### src/rtl/dram_resp_pkg.sv
// Shared encodings, AXI struct defaults, FSM states and burst address arithmetic
// for the DRAM AXI responder.
package dram_resp_pkg;

  localparam int unsigned AXI_ID_W   = 8;
  localparam int unsigned AXI_ADDR_W = 32;
  localparam int unsigned AXI_DATA_W = 64;
  localparam int unsigned AXI_USER_W = 1;

  localparam logic [1:0] BURST_FIXED = 2'b00;
  localparam logic [1:0] BURST_INCR  = 2'b01;
  localparam logic [1:0] BURST_WRAP  = 2'b10;
  localparam logic [1:0] BURST_RSVD  = 2'b11;

  localparam logic [1:0] RESP_OKAY   = 2'b00;
  localparam logic [1:0] RESP_SLVERR = 2'b10;

  typedef logic [1:0] w_state_t;
  localparam w_state_t W_IDLE = 2'd0;
  localparam w_state_t W_DATA = 2'd1;
  localparam w_state_t W_RESP = 2'd2;

  typedef logic [1:0] r_state_t;
  localparam r_state_t R_IDLE  = 2'd0;
  localparam r_state_t R_ISSUE = 2'd1;
  localparam r_state_t R_DATA  = 2'd2;

  typedef struct packed {
    logic [AXI_ID_W-1:0]     aw_id;
    logic [AXI_ADDR_W-1:0]   aw_addr;
    logic [7:0]              aw_len;
    logic [2:0]              aw_size;
    logic [1:0]              aw_burst;
    logic                    aw_valid;
    logic [AXI_DATA_W-1:0]   w_data;
    logic [AXI_DATA_W/8-1:0] w_strb;
    logic                    w_last;
    logic                    w_valid;
    logic                    b_ready;
    logic [AXI_ID_W-1:0]     ar_id;
    logic [AXI_ADDR_W-1:0]   ar_addr;
    logic [7:0]              ar_len;
    logic [2:0]              ar_size;
    logic [1:0]              ar_burst;
    logic                    ar_valid;
    logic                    r_ready;
  } axi_req_t;

  typedef struct packed {
    logic                  aw_ready;
    logic                  w_ready;
    logic [AXI_ID_W-1:0]   b_id;
    logic [1:0]            b_resp;
    logic [AXI_USER_W-1:0] b_user;
    logic                  b_valid;
    logic                  ar_ready;
    logic [AXI_ID_W-1:0]   r_id;
    logic [AXI_DATA_W-1:0] r_data;
    logic [1:0]            r_resp;
    logic                  r_last;
    logic [AXI_USER_W-1:0] r_user;
    logic                  r_valid;
  } axi_rsp_t;

  typedef struct packed {
    w_state_t w_state;
    r_state_t r_state;
    logic     arb_to_write;
    logic     stall;
  } dram_resp_dbg_t;

  function automatic logic wrap_len_ok(input logic [7:0] len);
    return (len == 8'd1) || (len == 8'd3) || (len == 8'd7) || (len == 8'd15);
  endfunction

  // Byte address of the beat following addr; reserved bursts step like INCR
  // because every beat of such a burst is suppressed anyway.
  function automatic logic [63:0] next_addr(input logic [63:0] addr, input logic [2:0] size,
                                            input logic [7:0] len, input logic [1:0] burst);
    logic [63:0] step;
    logic [63:0] incr;
    logic [63:0] bound;
    logic [63:0] base;
    step  = 64'd1 << size;
    incr  = (addr & ~(step - 64'd1)) + step;
    bound = (64'(len) + 64'd1) << size;
    base  = addr & ~(bound - 64'd1);
    case (burst)
      BURST_FIXED: return addr;
      BURST_WRAP:  return (incr >= base + bound) ? base : incr;
      default:     return incr;
    endcase
  endfunction

endpackage

### src/rtl/dram_resp_addr_gen.sv
// Combinational next-beat address plus per-beat error flag (bad burst shape,
// oversize beat, or address beyond the memory).
module dram_resp_addr_gen
  import dram_resp_pkg::*;
#(
  parameter int unsigned AddrWidth = 32,
  parameter int unsigned DataWidth = 64,
  parameter int unsigned MemWords  = 2**20
) (
  input  logic [AddrWidth-1:0] addr_i,
  input  logic [2:0]           size_i,
  input  logic [7:0]           len_i,
  input  logic [1:0]           burst_i,
  output logic [AddrWidth-1:0] next_addr_o,
  output logic                 beat_err_o
);

  localparam logic [63:0]  LimitBytes = 64'(MemWords) * 64'(DataWidth / 8);
  localparam int unsigned  MaxSize    = $clog2(DataWidth / 8);

  logic burst_err;
  logic out_of_range;

  assign burst_err = (burst_i == BURST_RSVD) ||
                     (32'(size_i) > MaxSize) ||
                     ((burst_i == BURST_WRAP) && !wrap_len_ok(len_i));

  assign out_of_range = 64'(addr_i) >= LimitBytes;
  assign beat_err_o   = burst_err || out_of_range;
  assign next_addr_o  = AddrWidth'(next_addr(64'(addr_i), size_i, len_i, burst_i));

endmodule

### src/rtl/dram_axi_responder.sv
// AXI4 subordinate serving bursts from a single-port word memory (1-cycle read).
// Optional build macro DRAM_RESP_STALL_EN inserts LFSR-driven backpressure.
module dram_axi_responder
  import dram_resp_pkg::*;
#(
  parameter int unsigned DataWidth = 64,
  parameter int unsigned AddrWidth = 32,
  parameter int unsigned MemWords  = 2**20,
  parameter type         axi_req_t = dram_resp_pkg::axi_req_t,
  parameter type         axi_rsp_t = dram_resp_pkg::axi_rsp_t,
  parameter logic [15:0] StallSeed = 16'hACE1
) (
  input  logic                         clk_i,
  input  logic                         rst_i,
  input  axi_req_t                     axi_req_i,
  output axi_rsp_t                     axi_rsp_o,
  output logic                         mem_req_o,
  output logic                         mem_we_o,
  output logic [$clog2(MemWords)-1:0]  mem_addr_o,
  output logic [DataWidth-1:0]         mem_wdata_o,
  output logic [DataWidth/8-1:0]       mem_be_o,
  input  logic [DataWidth-1:0]         mem_rdata_i,
  output dram_resp_dbg_t               dbg_o
);

  localparam int unsigned OffW  = $clog2(DataWidth / 8);
  localparam int unsigned MemAw = $clog2(MemWords);

  // Handshakes: a transfer happens on the rising edge where valid && ready are
  // both high; valid and payload hold until then. ready may depend on valid.

  logic                 ready_en;
  logic                 stall;

  w_state_t             w_state;
  logic [AXI_ID_W-1:0]  w_id;
  logic [AddrWidth-1:0] w_addr;
  logic [AddrWidth-1:0] w_next;
  logic [7:0]           w_len;
  logic [7:0]           w_beat;
  logic [2:0]           w_size;
  logic [1:0]           w_burst;
  logic                 w_err;
  logic                 w_beat_err;

  r_state_t             r_state;
  logic [AXI_ID_W-1:0]  r_id;
  logic [AddrWidth-1:0] r_addr;
  logic [AddrWidth-1:0] r_next;
  logic [7:0]           r_len;
  logic [7:0]           r_beat;
  logic [2:0]           r_size;
  logic [1:0]           r_burst;
  logic                 r_beat_err;
  logic                 r_err_q;
  logic                 r_valid_q;
  logic [DataWidth-1:0] r_data_q;

  logic aw_ready;
  logic ar_ready;
  logic w_want;
  logic r_want;
  logic w_gnt;
  logic r_gnt;
  logic w_do;
  logic r_do;
  logic arb_to_write;
  axi_rsp_t rsp;

`ifdef DRAM_RESP_STALL_EN
  logic [15:0] lfsr;

  always_ff @(posedge clk_i or posedge rst_i) begin
    if (rst_i) lfsr <= StallSeed;
    else       lfsr <= {lfsr[14:0], lfsr[15] ^ lfsr[13] ^ lfsr[12] ^ lfsr[10]};
  end

  assign stall = lfsr[0];
`else
  logic unused_stall_seed;
  assign unused_stall_seed = ^StallSeed;
  assign stall             = 1'b0;
`endif

  // Readys stay low through reset and for the first cycle after it.
  always_ff @(posedge clk_i or posedge rst_i) begin
    if (rst_i) ready_en <= 1'b0;
    else       ready_en <= 1'b1;
  end

  assign aw_ready = ready_en && !stall && (w_state == W_IDLE);
  assign ar_ready = ready_en && !stall && (r_state == R_IDLE);

  dram_resp_addr_gen #(
    .AddrWidth (AddrWidth),
    .DataWidth (DataWidth),
    .MemWords  (MemWords)
  ) u_w_addr_gen (
    .addr_i      (w_addr),
    .size_i      (w_size),
    .len_i       (w_len),
    .burst_i     (w_burst),
    .next_addr_o (w_next),
    .beat_err_o  (w_beat_err)
  );

  dram_resp_addr_gen #(
    .AddrWidth (AddrWidth),
    .DataWidth (DataWidth),
    .MemWords  (MemWords)
  ) u_r_addr_gen (
    .addr_i      (r_addr),
    .size_i      (r_size),
    .len_i       (r_len),
    .burst_i     (r_burst),
    .next_addr_o (r_next),
    .beat_err_o  (r_beat_err)
  );

  // The write side only asks for the port when a beat is actually offered,
  // so an idle W channel never steals a grant from reads.
  assign w_want = (w_state == W_DATA) && axi_req_i.w_valid && !stall;
  assign r_want = (r_state == R_ISSUE) && !stall;

  always_comb begin
    w_gnt = w_want && (!r_want || arb_to_write);
    r_gnt = r_want && (!w_want || !arb_to_write);
  end

  always_ff @(posedge clk_i or posedge rst_i) begin
    if (rst_i)                arb_to_write <= 1'b0;
    else if (w_want && r_want) arb_to_write <= !arb_to_write;
  end

  always_ff @(posedge clk_i or posedge rst_i) begin
    if (rst_i) begin
      w_state <= W_IDLE;
      w_id    <= '0;
      w_addr  <= '0;
      w_len   <= '0;
      w_beat  <= '0;
      w_size  <= '0;
      w_burst <= '0;
      w_err   <= 1'b0;
    end else begin
      case (w_state)
        W_IDLE: begin
          if (axi_req_i.aw_valid && aw_ready) begin
            w_id    <= axi_req_i.aw_id;
            w_addr  <= axi_req_i.aw_addr;
            w_len   <= axi_req_i.aw_len;
            w_size  <= axi_req_i.aw_size;
            w_burst <= axi_req_i.aw_burst;
            w_beat  <= '0;
            w_err   <= 1'b0;
            w_state <= W_DATA;
          end
        end
        W_DATA: begin
          if (w_gnt) begin
            w_addr <= w_next;
            w_beat <= w_beat + 8'd1;
            if (w_beat_err || (axi_req_i.w_last != (w_beat == w_len))) w_err <= 1'b1;
            if (axi_req_i.w_last) w_state <= W_RESP;
          end
        end
        W_RESP: begin
          if (axi_req_i.b_ready) w_state <= W_IDLE;
        end
        default: w_state <= W_IDLE;
      endcase
    end
  end

  // R_DATA spends its first cycle capturing the memory output into r_data_q,
  // then holds it with r_valid until the master accepts the beat.
  always_ff @(posedge clk_i or posedge rst_i) begin
    if (rst_i) begin
      r_state   <= R_IDLE;
      r_id      <= '0;
      r_addr    <= '0;
      r_len     <= '0;
      r_beat    <= '0;
      r_size    <= '0;
      r_burst   <= '0;
      r_err_q   <= 1'b0;
      r_valid_q <= 1'b0;
      r_data_q  <= '0;
    end else begin
      case (r_state)
        R_IDLE: begin
          if (axi_req_i.ar_valid && ar_ready) begin
            r_id    <= axi_req_i.ar_id;
            r_addr  <= axi_req_i.ar_addr;
            r_len   <= axi_req_i.ar_len;
            r_size  <= axi_req_i.ar_size;
            r_burst <= axi_req_i.ar_burst;
            r_beat  <= '0;
            r_state <= R_ISSUE;
          end
        end
        R_ISSUE: begin
          if (r_gnt) begin
            r_err_q <= r_beat_err;
            r_state <= R_DATA;
          end
        end
        R_DATA: begin
          if (!r_valid_q) begin
            r_valid_q <= 1'b1;
            r_data_q  <= r_err_q ? '0 : mem_rdata_i;
          end else if (axi_req_i.r_ready) begin
            r_valid_q <= 1'b0;
            r_addr    <= r_next;
            r_beat    <= r_beat + 8'd1;
            r_state   <= (r_beat == r_len) ? R_IDLE : R_ISSUE;
          end
        end
        default: r_state <= R_IDLE;
      endcase
    end
  end

  assign w_do        = w_gnt && !w_beat_err;
  assign r_do        = r_gnt && !r_beat_err;
  assign mem_req_o   = w_do || r_do;
  assign mem_we_o    = w_do;
  assign mem_addr_o  = w_gnt ? w_addr[OffW +: MemAw] : r_addr[OffW +: MemAw];
  assign mem_wdata_o = axi_req_i.w_data;
  assign mem_be_o    = w_do ? axi_req_i.w_strb : '0;

  always_comb begin
    rsp          = '0;
    rsp.aw_ready = aw_ready;
    rsp.w_ready  = w_gnt;
    rsp.ar_ready = ar_ready;
    rsp.b_valid  = (w_state == W_RESP);
    rsp.b_id     = w_id;
    rsp.b_resp   = w_err ? RESP_SLVERR : RESP_OKAY;
    rsp.r_valid  = r_valid_q;
    rsp.r_id     = r_id;
    rsp.r_data   = r_data_q;
    rsp.r_resp   = r_err_q ? RESP_SLVERR : RESP_OKAY;
    rsp.r_last   = (r_beat == r_len);
  end

  assign axi_rsp_o = rsp;

  assign dbg_o.w_state      = w_state;
  assign dbg_o.r_state      = r_state;
  assign dbg_o.arb_to_write = arb_to_write;
  assign dbg_o.stall        = stall;

endmodule

### config.mk
export PLATFORM = sky130hd
export DESIGN_NAME = dram_axi_responder
export DESIGN_NICKNAME = d
export VERILOG_FILES = /design/src/rtl/dram_resp_pkg.sv /design/src/rtl/dram_resp_addr_gen.sv /design/src/rtl/dram_axi_responder.sv
export SDC_FILE = /design/constraint.sdc
export NUM_CORES = 1
export LEC_CHECK = 0
export CORE_MARGIN = 2
export CORE_UTILIZATION = 48
export CTS_BUF_LIST = sky130_fd_sc_hd__clkbuf_8
export CTS_CLUSTER_SIZE = 10
export DETAILED_ROUTE_END_ITERATION = 16
export PLACE_DENSITY = 0.8
export RECOVER_POWER = 100
export SYNTH_ARGS = -nofsm -noshare
export SYNTH_HDL_FRONTEND = slang
export SYNTH_SLANG_ARGS = --single-unit
### constraint.sdc
create_clock -name clk_i -period 8 [get_ports clk_i]
set_input_delay 1.6 -clock clk_i [delete_from_list [all_inputs] [get_ports clk_i]]
set_output_delay 1.6 -clock clk_i [all_outputs]
set_load 0.05 [all_outputs]
==> metrics, run 1 <==
status=finished, violations left; failing checks=max-capacitance violations, max-slew violations; slew of the pin with the lowest slew margin=approximately 5.1 ns; number of enable flip-flop cells after synthesis=0; Mean Syn Cell Area=around 8 um^2; post-DP HPWL=around 50000 um; most used cell, CP=a21o_1; PwrDens=between 400 and 500 nW/um^2; WL per Instance=about 21 um; Via-to-Cell Ratio=6.192; CP Capture Type=flop; max-cap violation count=3; Filler cells=~3600; Mapped Area=about 19000 um^2; first-pass GRT wire length=between 100000 and 150000 um; Worst slew margin=-239.0%; Syn Inst Count=between 2000 and 2500; P&R area growth vs syn=19.11%; post-synthesis register bit count=between 150 and 200; # rows=73; Yosys top cell by area=dfrtp_1; Final min period=roughly 7.6 ns; top cells by count, synth=nand2_1, o21ai_0, dfrtp_1; Max stage delay on crit path=~0.51 ns; crit-path max FO=14; vias in the first global route=18766; Unique masters post-synth=between 100 and 150; Fin. Hold Viols=0; RSZ-0062 raised after global routing=true; Post-Route WL=about 66000 um; Core ar.=39460 um^2; hold_buf cts=0; Hold Crit Depth=2; Setup Crit Path Kind=reg2reg; first-pass detailed-route iteration total=6; hold_ws=a little under 0.5 ns; yosys warns=0; Synth top area share=25.57%; clk slew on worst S/H paths=~0.12 ns; sequential area share after synthesis=between 20% and 30%; VDD IR max=approximately 0.22 mV; Clock Tree Buf Depth=2; Die X=203.4 um; most frequent cell after synthesis=nand2_1; Synth Flop Type=dfrtp_1; R2R cell count=34; layout cell share with drive strength beyond 1=between 9 and 10%; count of input and output buffers=between 300 and 400; DR vias=slightly below 20000; die area=41370 um^2; First DRT Iteration DRCs=around 1900; Hold Path Class=reg2reg; Slowest-stage cell, CP=o41a_1; Setup crit start kind=flop; leak pwr=between 9 and 10 nW; CTS H-tree depth=4; final setup fails=0; GP Congestion=about 1.0; Max Fclk=132.0 MHz; Worst EP required=8.49 ns; setup TNS=0 ns; Initial Utilization=between 40% and 50%; gr ovfl total=0; worst skew pair latency=between 0.5 and 0.6 ns; clock sinks=between 150 and 200; Residual DRC=0; register-to-register setup slack=0.43 ns; total track usage=31.78%; CTS tree=yes; DRT antenna net count=0; overall power=around 11 mW; Critical Path AT=a little over 8 ns; skew final=around 0.018 ns; I/O pin cnt=442; antenna cell count=0; initial antenna violation count=1; Final period util=94.68%; ys async rst share=100.0%; CTS buffer count=17; final slew viol count=slightly below 300; fin nets=approximately 3000; synth top area cells=dfrtp_1, nand2_1, ha_1, o21ai_0, xnor2_1; largest net degree at the start of global routing=roughly 130; Die Y=between 200 and 250 um; Root Driver=clkbuf_8
flip-flops by register name, summed over array words and instances (netlist names), 2 cells and up:
signal / cells
r_burst: 2
r_addr: 32
r_beat: 8
w_size: 3
w_burst: 2
r_id: 8
r_size: 3
w_beat: 8
w_state: 2
r_state: 2
w_addr: 32
w_len: 8
r_len: 8
r_data_q: 64
w_id: 8
layer usage:
| layer | vias to the layer above | routed length, um | GRT usage [%] |
|---|---|---|---|
| met4 | 2 | 2560 | 14.39 |
| met5 | - | 13 | 0 |
| li1 | 9067 | - | - |
| met2 | 923 | 30580 | 50.73 |
| met3 | 155 | 5025 | 6.312 |
| met1 | 9433 | 28050 | 41.61 |
kinds of logic (layout without fill, tap and decap cells):
logic type	count (synthesis)	in the layout	synth area share [%]
other cells	2	6	0.03935
xor+xnor	155	155	7.153
buf+inv	297	484	7.888
flops	195	195	25.57
compound gates	626	626	22.29
mux	84	84	4.858
simple gates	987	987	25.66
fa+ha+maj	100	100	6.543
final timing paths:
kind	endpoint	start
setup / recovery	w_addr[25]	w_len[1]
hold / removal	r_data_q[61]	r_data_q[61]
setup reg to reg	w_addr[25]	w_len[1]
hold reg to reg	r_data_q[61]	r_data_q[61]
max in group asynchronous	r_id[1]	rst_i
min in group asynchronous	r_data_q[62]	rst_i
worst max-delay path: cells and delay by family, from the launching register on:
family / cells / cell delay [ns]
simple gates: 12 / 2.56
compound gates: 13 / 2.45
buf+inv: 5 / 0.97
fa+ha+maj: 3 / 0.95
flops: 1 / 0.46
xor+xnor: 1 / 0.12
layout make-up:
| class | count | area [um^2] | share of cell area (%) |
|---|---|---|---|
| Sequential cell | 195 | 4888 | 21.51 |
| Timing Repair Buffer | 392 | 3710 | 16.32 |
| Tap cell | 525 | 656.9 | 2.890 |
| Inverter | 60 | 225.2 | 0.9908 |
| Clock buffer | 18 | 247.7 | 1.090 |
| Multi-Input combinational cell | 1958 | 12830 | 56.43 |
| Clock inverter | 14 | 176.4 | 0.7761 |
power by group:
part           switching (mW)  internal, mW
clock network           0.473         0.250
registers               0.704          1.39
logic                    5.21          3.22
total                    6.39          4.85
per-stage QoR:
| stage | setup WS (ns) | instances | utilization (%) | instance area, um^2 |
|---|---|---|---|---|
| 2_1_floorplan | 0.4114 | 2450 | - | 19100 |
| 3_3_place_gp | 0.2139 | 3123 | 56.27 | 22200 |
| 3_5_place_dp | 0.1548 | 3123 | 56.27 | 22200 |
| 4_1_cts | 0.2073 | 3155 | 57.34 | 22630 |
| 5_1_grt | -0.02112 | 3162 | 57.61 | 22730 |
| 6_report | 0.4254 | 3162 | 57.61 | 22730 |
cells in the final DEF, fill, tap and decap left out, types with 18 or more instances in the layout:
cell,instances
nand2b_1,44
nand2_1,360
o211ai_1,20
clkdlybuf4s50_1,180
nor2b_1,21
clkbuf_8,18
and3_1,41
nor4_1,23
a211oi_1,32
ha_1,95
xnor2_1,92
a21o_1,48
o21ai_0,198
nor3_1,55
nor2_1,164
o31ai_1,26
a21oi_1,99
dlygate4sd3_1,128
a31oi_1,26
and2_1,40
nand4_1,48
mux2i_1,23
or3_1,21
nand3_1,76
buf_4,72
inv_1,56
dfrtp_1,188
xor2_1,61
mux2_2,53
what timing repair did:
item,CTS,global route
resized for setup,0,27
setup endpoints to repair,0,63
buffers inserted,0,7
No activity file was read; power rests on OpenSTA's default activity.
==> run 2: changes to the inputs <==
GPL_ROUTABILITY_DRIVEN = 0   (was default)
==> metrics, run 2 (synthesis results as in run 1) <==
status=finished, violations left; failing checks=max-capacitance violations, max-slew violations; CP Capture Type=flop; largest registers=r_data_q (64), r_addr (32), w_addr (32); Max Fclk=130.9 MHz (-0.82%); Sw Share=56.64% (-0.19 points); P_int=4.838 mW (-0.33%); Final period util=95.47% (+0.78 points); final slew viol count=407 (+40%); post-DP HPWL=48500 um (-2.8%); Final min period=7.637 ns (+0.06267 ns); Largest delay share family, worst path=compound AO/OA/AOI/OAI gates; Worst Hold End=r_data_q[7]; Residual DRC=0 (unchanged); DP Area=22070 um^2 (-0.61%); # rows=73 (unchanged); commonest non-fill, non-tap cell in the layout=nand2_1; DRT antenna net count=0 (unchanged); VDD IR max=0.2264 mV (+1.2%); Clock Power Share=6.2% (-0.2 points); vias in the first global route=18986 (+1.2%); Fin. Hold Viols=0 (unchanged); total track usage=30.70% (-1.1 points); Worst EP required=8.43 ns (-0.06 ns); Hold Path Class=reg2reg; Initial Utilization=48.36% (unchanged); Die X=203.4 um (unchanged); Post-Route WL=64300 um (-2.9%); I/O pin cnt=442 (unchanged); Filler cells=3508 (-3.7%); Via-to-Cell Ratio=6.263 (+1.1%); fin area=22680 um^2 (-0.22%); initial antenna violation count=2 (+1); final setup fails=0 (unchanged); Max stage delay on crit path=0.52 ns (about the same); worst skew pair latency=0.56 ns (-0.02 ns); fin util=57.48% (-0.13 points); slew of the pin with the lowest slew margin=3.843 ns (-1.243 ns); CTS H-tree depth=4 (unchanged); max-cap violation count=5 (+2); worst path bufs/invs=2 (-3); first-pass GRT wire length=101900 um (-2.0%); WL per Instance=20.43 um (-2.5%); CTS buffer count=17 (unchanged); clk slew on worst S/H paths=0.11 ns (about the same); count of input and output buffers=308 (unchanged); PwrDens=492.0 nW/um^2 (-0.54%); layout cell share with drive strength beyond 1=9.844% (-0.054 points); Hold Startpoint=r_data_q[7]; Setup crit start kind=flop; most used cell, CP=a21o_1; First DRT Iteration DRCs=2093 (+10%); Comb power frac=75.0% (about the same); Clock Tree Buf Depth=2 (unchanged); setup TNS=0 ns (unchanged); fin nets=2957 (-0.54%); Critical Path AT=8.06 ns (about the same); Slowest-stage cell, CP=or4_4; R2R Path End=r_addr[17]; DR vias=19710 (+0.66%); R2R Path Start=r_len[1]; clock sinks=195 (unchanged); leak pwr=9.357 nW (-0.74%); Reg power frac=18.8% (+0.2 points); Most flops, register=r_data_q; crit-path max FO=21 (+7); gr ovfl total=0 (unchanged); net switching power=6.320 mW (-1.1%); P&R area growth vs syn=18.85%; Hold Crit Depth=2 (unchanged); register-to-register setup slack=0.36 ns (-0.06 ns); Worst slew margin=-156.2% (+83 points); Core ar.=39460 um^2 (unchanged); Die Y=203.4 um (unchanged); first-pass detailed-route iteration total=7 (+1); Root Driver=clkbuf_8; die area=41370 um^2 (unchanged); most frequent cells in the layout=nand2_1, o21ai_0, dfrtp_1; skew final=0.02251 ns (+0.004189 ns); max reg flops=64 (unchanged); CTS tree=yes; R2R cell count=32 (-5.9%); largest net degree at the start of global routing=149 (+16%); Setup Crit Path Kind=reg2reg; hold_ws=0.4858 ns (+0.001080 ns)
run 2: cell count changes in the layout (fill, tap and decap cells not counted), moves of 2 or more:
cell and delta:
ha_4 +2, buf_4 -10, dfrtp_2 +3, nor4_1 -2, dfrtp_4 +2, clkbuf_2 -3
dfrtp_1 -5
run 2: power groups by stage:
stage / combinational (mW) / sequential (mW) / clock, mW
5_1_grt: 9.05 / 2.15 / 0.747
4_1_cts: 8.15 / 2.05 / 0.712
3_3_place_gp: 7.89 / 2.04 / 0
2_1_floorplan: 5.76 / 2.24 / 0
3_5_place_dp: 8.09 / 2.07 / 0
6_report: 8.36 / 2.10 / 0.696
run 2: metal layers:
layer | share of wire, % | GRT usage (%) | vias to the layer above
met2 | 46 | 49.71 | 1116
met3 | 9.2 | 6.600 | 206
met1 | 40 | 39.17 | 9361
li1 | - | - | 9025
met4 | 4.5 | 14.23 | 2
met5 | 0.020 | 0 | -
run 2: layout make-up:
cell class	count	area, um^2	share of cell area, %
Antenna cell	1	2.502	0.01103
Clock buffer	18	247.7	1.092
Clock inverter	14	161.4	0.7116
Inverter	60	229.0	1.010
Multi-Input combinational cell	1958	12890	56.83
Sequential cell	195	4900	21.60
Tap cell	525	656.9	2.896
Timing Repair Buffer	376	3595	15.85
run 2: per-stage QoR:
step                      setup slack [ns]  power, mW  std cells
after floorplan                     0.4114      8.004       2450
after global placement              0.4467      9.933       3105
after detailed placement            0.1498      10.16       3105
after CTS                          0.06984      10.91       3137
after global routing               -0.1077      11.95       3147
final                               0.3628      11.16       3147
run 2: what timing repair did:
item	CTS	global route
resized for setup	0	45
buffers inserted	0	9
endpoints found under the setup margin	0	64
hold buffers	0	0
run 2: worst max-delay path by stage:
stage,cells past startpoint,startpoint,slack (ns),end
after floorplan,36,w_size[2],0.41,w_addr[29]
after global placement,31,r_size[0],0.45,r_addr[17]
after detailed placement,33,r_len[1],0.15,r_addr[17]
after CTS,33,r_len[1],0.07,r_addr[17]
after global routing,32,r_len[1],-0.11,r_addr[17]
final,32,r_len[1],0.36,r_addr[17]
run 2: worst register-to-register path, delay by kind of cell, from the launching register on:
family | cells | cell delay, ns
AOI/OAI and AO/OA | 15 | 3.08
DFF | 1 | 0.46
and+or+nand+nor | 9 | 1.83
buffers and inverters | 2 | 0.28
xor gates and xnor gates | 1 | 0.15
muxes | 2 | 0.70
adders and majority gates | 3 | 1.02
==> run 3: changes to the inputs <==
ABC_AREA = 1   (was default)
CORE_UTILIZATION = 49   (was 48)
==> metrics, run 3 <==
status=finished, violations left; failing checks=max-capacitance violations, max-slew violations; Residual DRC=0 (unchanged); largest registers=r_data_q (64), r_addr (32), w_addr (32); Unique masters post-synth=60 (-45%); I/O pin cnt=442 (unchanged); fin nets=3803 (+29%); worst skew pair latency=0.59 ns (+0.03 ns); DRT antenna net count=0 (unchanged); RSZ-0062 raised after global routing=false; die area=43760 um^2 (+5.8%); Worst EP required=8.49 ns (+0.06 ns); largest net degree at the start of global routing=129 (-13%); gr ovfl total=0 (unchanged); layout cell share with drive strength beyond 1=7.701% (-2.1 points); vias in the first global route=21086 (+11%); Fin. Hold Viols=0 (unchanged); most frequent cells in the layout=nand2_1, inv_1, nor2_1; CP Capture Type=flop; post-synthesis register bit count=195 (unchanged); First DRT Iteration DRCs=2438 (+16%); VDD IR max=0.4128 mV (+82%); Final period util=92.34% (-3.1 points); Syn Inst Count=3285 (+34%); final slew viol count=359 (-12%); Slowest-stage cell, CP=dfrtp_1; first-pass detailed-route iteration total=7 (unchanged); Post-CTS Setup Inserts=0 (unchanged); hold_ws=0.4856 ns (-0.0002420 ns); yosys warns=0 (unchanged); Core ar.=41760 um^2 (+5.8%); slew of the pin with the lowest slew margin=5.422 ns (+1.579 ns); Max stage delay on crit path=0.87 ns (+0.35 ns); setup TNS=0 ns (unchanged); synth top area cells=dfrtp_1, nand2_1, nand3_1, inv_1, nor2_1; Synth Flop Type=dfrtp_1; initial antenna violation count=1 (-1); register-to-register setup slack=0.61 ns (+0.25 ns); PwrDens=519.6 nW/um^2 (+5.6%); Die X=209.2 um (+2.8%); clock sinks=195 (unchanged); Mapped Area=20630 um^2 (+8.1%); Clock Tree Buf Depth=2 (unchanged); Filler cells=3997 (+14%); Final min period=7.387 ns (-0.2501 ns); Critical Path AT=7.88 ns (-0.18 ns); Setup Crit Path Kind=reg2reg; hold_buf cts=0 (unchanged); post-layout instance count excluding filler cells=4006 (+27%); Max Fclk=135.4 MHz (+3.4%); Initial Utilization=49.40% (+1.0 points); PostCTS Resize Cnt=0 (unchanged); count of input and output buffers=308 (unchanged); total track usage=33.32% (+2.6 points); Hold Path Class=reg2reg; Worst Hold End=w_id[4]; top cells by count, synth=nand2_1, inv_1, nor2_1; P&R area growth vs syn=15.80%; number of enable flip-flop cells after synthesis=0 (unchanged); Via-to-Cell Ratio=5.672 (-9.4%); DR vias=22723 (+15%); clk slew on worst S/H paths=0.13 ns (+0.02 ns); CTS H-tree depth=4 (unchanged); Worst slew margin=-261.4% (-110 points); WL per Instance=18.14 um (-11%); sequential area share after synthesis=23.66% (-1.9 points); leak pwr=12.47 nW (+33%); R2R Path End=r_addr[2]; final setup fails=0 (unchanged); # rows=75 (+2.7%); Setup crit start kind=flop; crit-path max FO=24 (+14%); max-cap violation count=5 (unchanged); Hold Startpoint=w_id[4]; post-DP HPWL=56910 um (+17%); Die Y=209.2 um (+2.8%); R2R cell count=40 (+25%); ys async rst share=100.0% (unchanged); CTS tree=yes; R2R Path Start=r_size[1]; Synth top area share=23.66% (-1.9 points); most used cell, CP=nand2_1; Most flops, register=r_data_q; Yosys top cell by area=dfrtp_1; CTS buffer count=17 (unchanged); placed insts=3974 (+28%); Root Driver=clkbuf_8; antenna cell count=0 (-1); Hold Crit Depth=2 (unchanged); max reg flops=64 (unchanged); most frequent cell after synthesis=nand2_1; Mean Syn Cell Area=6.280 um^2 (-20%); first-pass GRT wire length=114800 um (+13%); Post-Route WL=72680 um (+13%); commonest non-fill, non-tap cell in the layout=nand2_1; skew final=0.03305 ns (+0.01054 ns)
## run 3: changes by cell type after synthesis, sizes merged, moves of 51 or more
cell / previous run / this run
a21oi: 103 / 179
clkbuf: 119 / 68
inv: 58 / 463
mux2: 59 / 0
nand2: 363 / 871
nand3: 77 / 362
nor2: 166 / 375
xnor2: 93 / 16
## run 3: worst max-delay path: cells and delay by family, from the launching register on
kind	cells	cell delay, ns
AND/OR/NAND/NOR	25	2.89
buffers and inverters	8	1.38
AO/OA/AOI/OAI	4	1.19
adder cells (fa/ha/maj)	3	0.96
flip-flops	1	0.87
## run 3: worst max path at each step
| stage | startpoint | end | slack (ns) | cells after the start |
|---|---|---|---|---|
| CTS | w_len[0] | w_addr[13] | 0.95 | 40 |
| detailed placement | w_len[0] | w_addr[13] | 0.97 | 40 |
| global route | r_size[1] | r_addr[21] | 0.05 | 42 |
| floorplan | rst_i | arb_to_write | 1.09 | 1 |
| global placement | w_len[0] | w_addr[13] | 1.19 | 40 |
| finish | r_size[1] | r_addr[2] | 0.61 | 40 |
## run 3: power breakdown
group,switching (mW),internal [mW]
clock,0.460,0.299
combinational,6.87,3.01
sequential,0.466,1.31
## run 3: per-stage QoR
stage          power [mW]  area (um^2)  utilization (%)  setup WS, ns
5_1_grt             13.54        23890            57.20       0.04736
4_1_cts             12.22        23910            57.25        0.9524
3_3_place_gp        11.31        23470            56.20         1.185
6_report            12.41        23890            57.20        0.6129
3_5_place_dp        11.39        23470            56.20        0.9708
2_1_floorplan       9.018        20640                -         1.088
## run 3: kinds of logic after synthesis
group	synth area share (%)
compound gates	13.68
xor+xnor	4.161
fa+ha+maj	6.005
buf+inv	13.67
flops	23.66
other cells	0.03641
simple gates	38.79
## run 3: final cells by class
cell class / count / area (um^2) / share of cell area (%)
Inverter: 466 / 1754 / 7.343
Multi-Input combinational cell: 2453 / 12970 / 54.30
Tap cell: 539 / 674.4 / 2.823
Clock buffer: 17 / 234.0 / 0.9795
Clock inverter: 15 / 203.9 / 0.8538
Timing Repair Buffer: 321 / 3169 / 13.27
Sequential cell: 195 / 4881 / 20.43
## run 3: routing by layer
layer  routed length, um  global-route usage [%]  vias up  share of wire [%]
met5                  58                       0        -              0.080
met4                3383                   15.27        2                4.7
met3                7918                   8.732      214                 11
met2               31690                   50.80     1203                 44
met1               29630                   44.21    10366                 41
li1                    -                       -    10938                  -
==> RTL edit (settings of run 2) <==
The option `DRAM_RESP_STALL_EN` is turned on by a define.
--- a/src/rtl/dram_axi_responder.sv
+++ b/src/rtl/dram_axi_responder.sv
@@ -1,5 +1,7 @@
 // AXI4 subordinate serving bursts from a single-port word memory (1-cycle read).
 // Optional build macro DRAM_RESP_STALL_EN inserts LFSR-driven backpressure.
+`define DRAM_RESP_STALL_EN
+
 module dram_axi_responder
   import dram_resp_pkg::*;
 #(
Check against the original RTL: not equivalent (a bounded check fails within 4 cycles, from zero or initial values and one cycle with rst_i high).
==> RTL edit against run 2 <==
The flow still finishes with violations (capacitance limit, slew limit); critical path type unchanged; sequential cell count rose by 16; core utilization rose by 1.7 points; hold slack got worse by 0.16 ns; worst setup slack got worse by 0.013 ns; wire length rose by 2.0%; total power rose by 1.9%; final area rose by 1.3%; area after synthesis fell by 0.50%.
==> RTL edit: results (changes against run 2) <==
failing checks=capacitance limit, slew limit (unchanged); slowest stage cell on the critical path=a222oi_1 (was or4_4); Synth cell types=101 (was 110); clock latency on the worst-skew pair=0.63 ns (was 0.56 ns); share of layout cells above drive strength 1=7.60% (was 9.84%); top cells by area, synth=dfrtp_1 27%, nand2_1 9.1%, ha_1 6.5% (was dfrtp_1 26%, nand2_1 7.1%, ha_1 6.5%); Critical Path AT=8.15 ns (was 8.06 ns); vias in the first global route=19124 (was 18986); vias=19835 (was 19710); Initial DRC Count=1931 (was 2093); Reg clk slew, reported paths=0.06 ns (was 0.11 ns); reg-to-reg endpoint=r_addr[29] (was r_addr[17]); largest net degree at the start of global routing=129 (was 149); register area share after synthesis=27.9% (was 25.6%); CP max FO=18 (was 21); Clock Path Buffers=3 (was 2); Nets=3039 (was 2957); pins over their slew limit=421 (was 407); Placed Cells incl. Taps=3156 (was 3105); Max stage delay on crit path=0.68 ns (was 0.52 ns); post-synthesis mux area share=1.94% (was 4.86%); Max Cap Viol=6 (was 5); status=finished with violations (unchanged); Synth Area in Compound Gates=22.1% (was 22.3%); placed wire-length estimate=48.8 mm (was 48.5 mm); top post-synthesis cells by count=458 x nand2_1, 214 x o21ai_0, 203 x dfrtp_1, 167 x nor2_1, 131 x clkbuf_1 (was 361 x nand2_1, 200 x o21ai_0, 195 x dfrtp_1, 166 x nor2_1, 119 x clkbuf_1); reg2reg start=r_len[0] (was r_len[1]); DR WL/cell=20.2 µm (was 20.4 µm)
[RTL edit: cell types whose count changed after synthesis, sizes merged, moves of 8 or more]
cell    before  now
xnor2       93  105
nand2      363  458
clkbuf     119  132
dfstp        0    8
nor2b       24   16
a21oi      103  114
and2        43   29
dfrtp      195  203
o21ai      207  228
nand2b      44   34
mux2        59    9
[RTL edit: where the power goes]
| part | internal [W] | total (W) | switching [W] |
|---|---|---|---|
| clock network | 0.000592 | 0.00111 | 0.000519 |
| logic | 0.00305 | 0.00808 | 0.00502 |
| registers | 0.00148 | 0.00218 | 0.000702 |
| total | 0.00513 | 0.0114 | 0.00624 |
[RTL edit: worst max-delay path, delay by kind of cell (launching register included)]
family | cells | cell delay, ns
DFF | 1 | 0.45
AOI/OAI and AO/OA | 17 | 3.16
buffers and inverters | 3 | 0.58
xor gates and xnor gates | 1 | 0.15
and+or+nand+nor | 10 | 2.34
adders and majority gates | 3 | 0.86
[RTL edit: area by class of cell]
type                    instances  area share (%)
clock buffers                  49            2.94
clock inverters                26           0.659
inverters                      61            1.00
multi-input cells            1996            53.8
flip-flops and latches        211            23.1
well taps                     518            2.82
repair buffers                379            15.7
[RTL edit: kinds of logic after synthesis]
kind of cell	after synthesis
buf+inv	307
xor+xnor	163
compound gates	642
other cells	2
simple gates	1052
mux	35
flops	211
fa+ha+maj	98
[RTL edit: how the worst min path moves through the flow]
stage,from,endpoint,cells after the start
global placement,lfsr[8],lfsr[9],0
global route,lfsr[3],lfsr[4],0
finish,lfsr[3],lfsr[4],0
detailed placement,lfsr[4],lfsr[5],0
CTS,lfsr[3],lfsr[4],0
floorplan,lfsr[1],lfsr[2],0
[RTL edit: metal layers]
metal | global-route usage (%) | up-vias
met4 | 15.5 | 2
li1 | - | 9189
met3 | 6.55 | 235
met1 | 39.2 | 9319
met5 | 0 | -
met2 | 49.2 | 1090
[RTL edit: timing repair]
item,4_1_cts,5_1_grt
setup endpoints to repair,3,64
pin swaps,0,4
cloned,0,1
buffers inserted,0,8
hold buffers,0,0
gates resized for setup,2,33
[RTL edit: per-stage QoR]
stage | cell area (µm²) | worst slack, ns | power (W) | setup TNS, ns
global route | 23000 | -0.107 | 0.0122 | -0.398
CTS | 22800 | 0.0523 | 0.0112 | 0
floorplan | 19000 | 0.647 | 0.00783 | 0
detailed placement | 22000 | -0.0509 | 0.00999 | -0.0866
finish | 23000 | 0.350 | 0.0114 | 0
global placement | 22000 | 0.113 | 0.00974 | 0
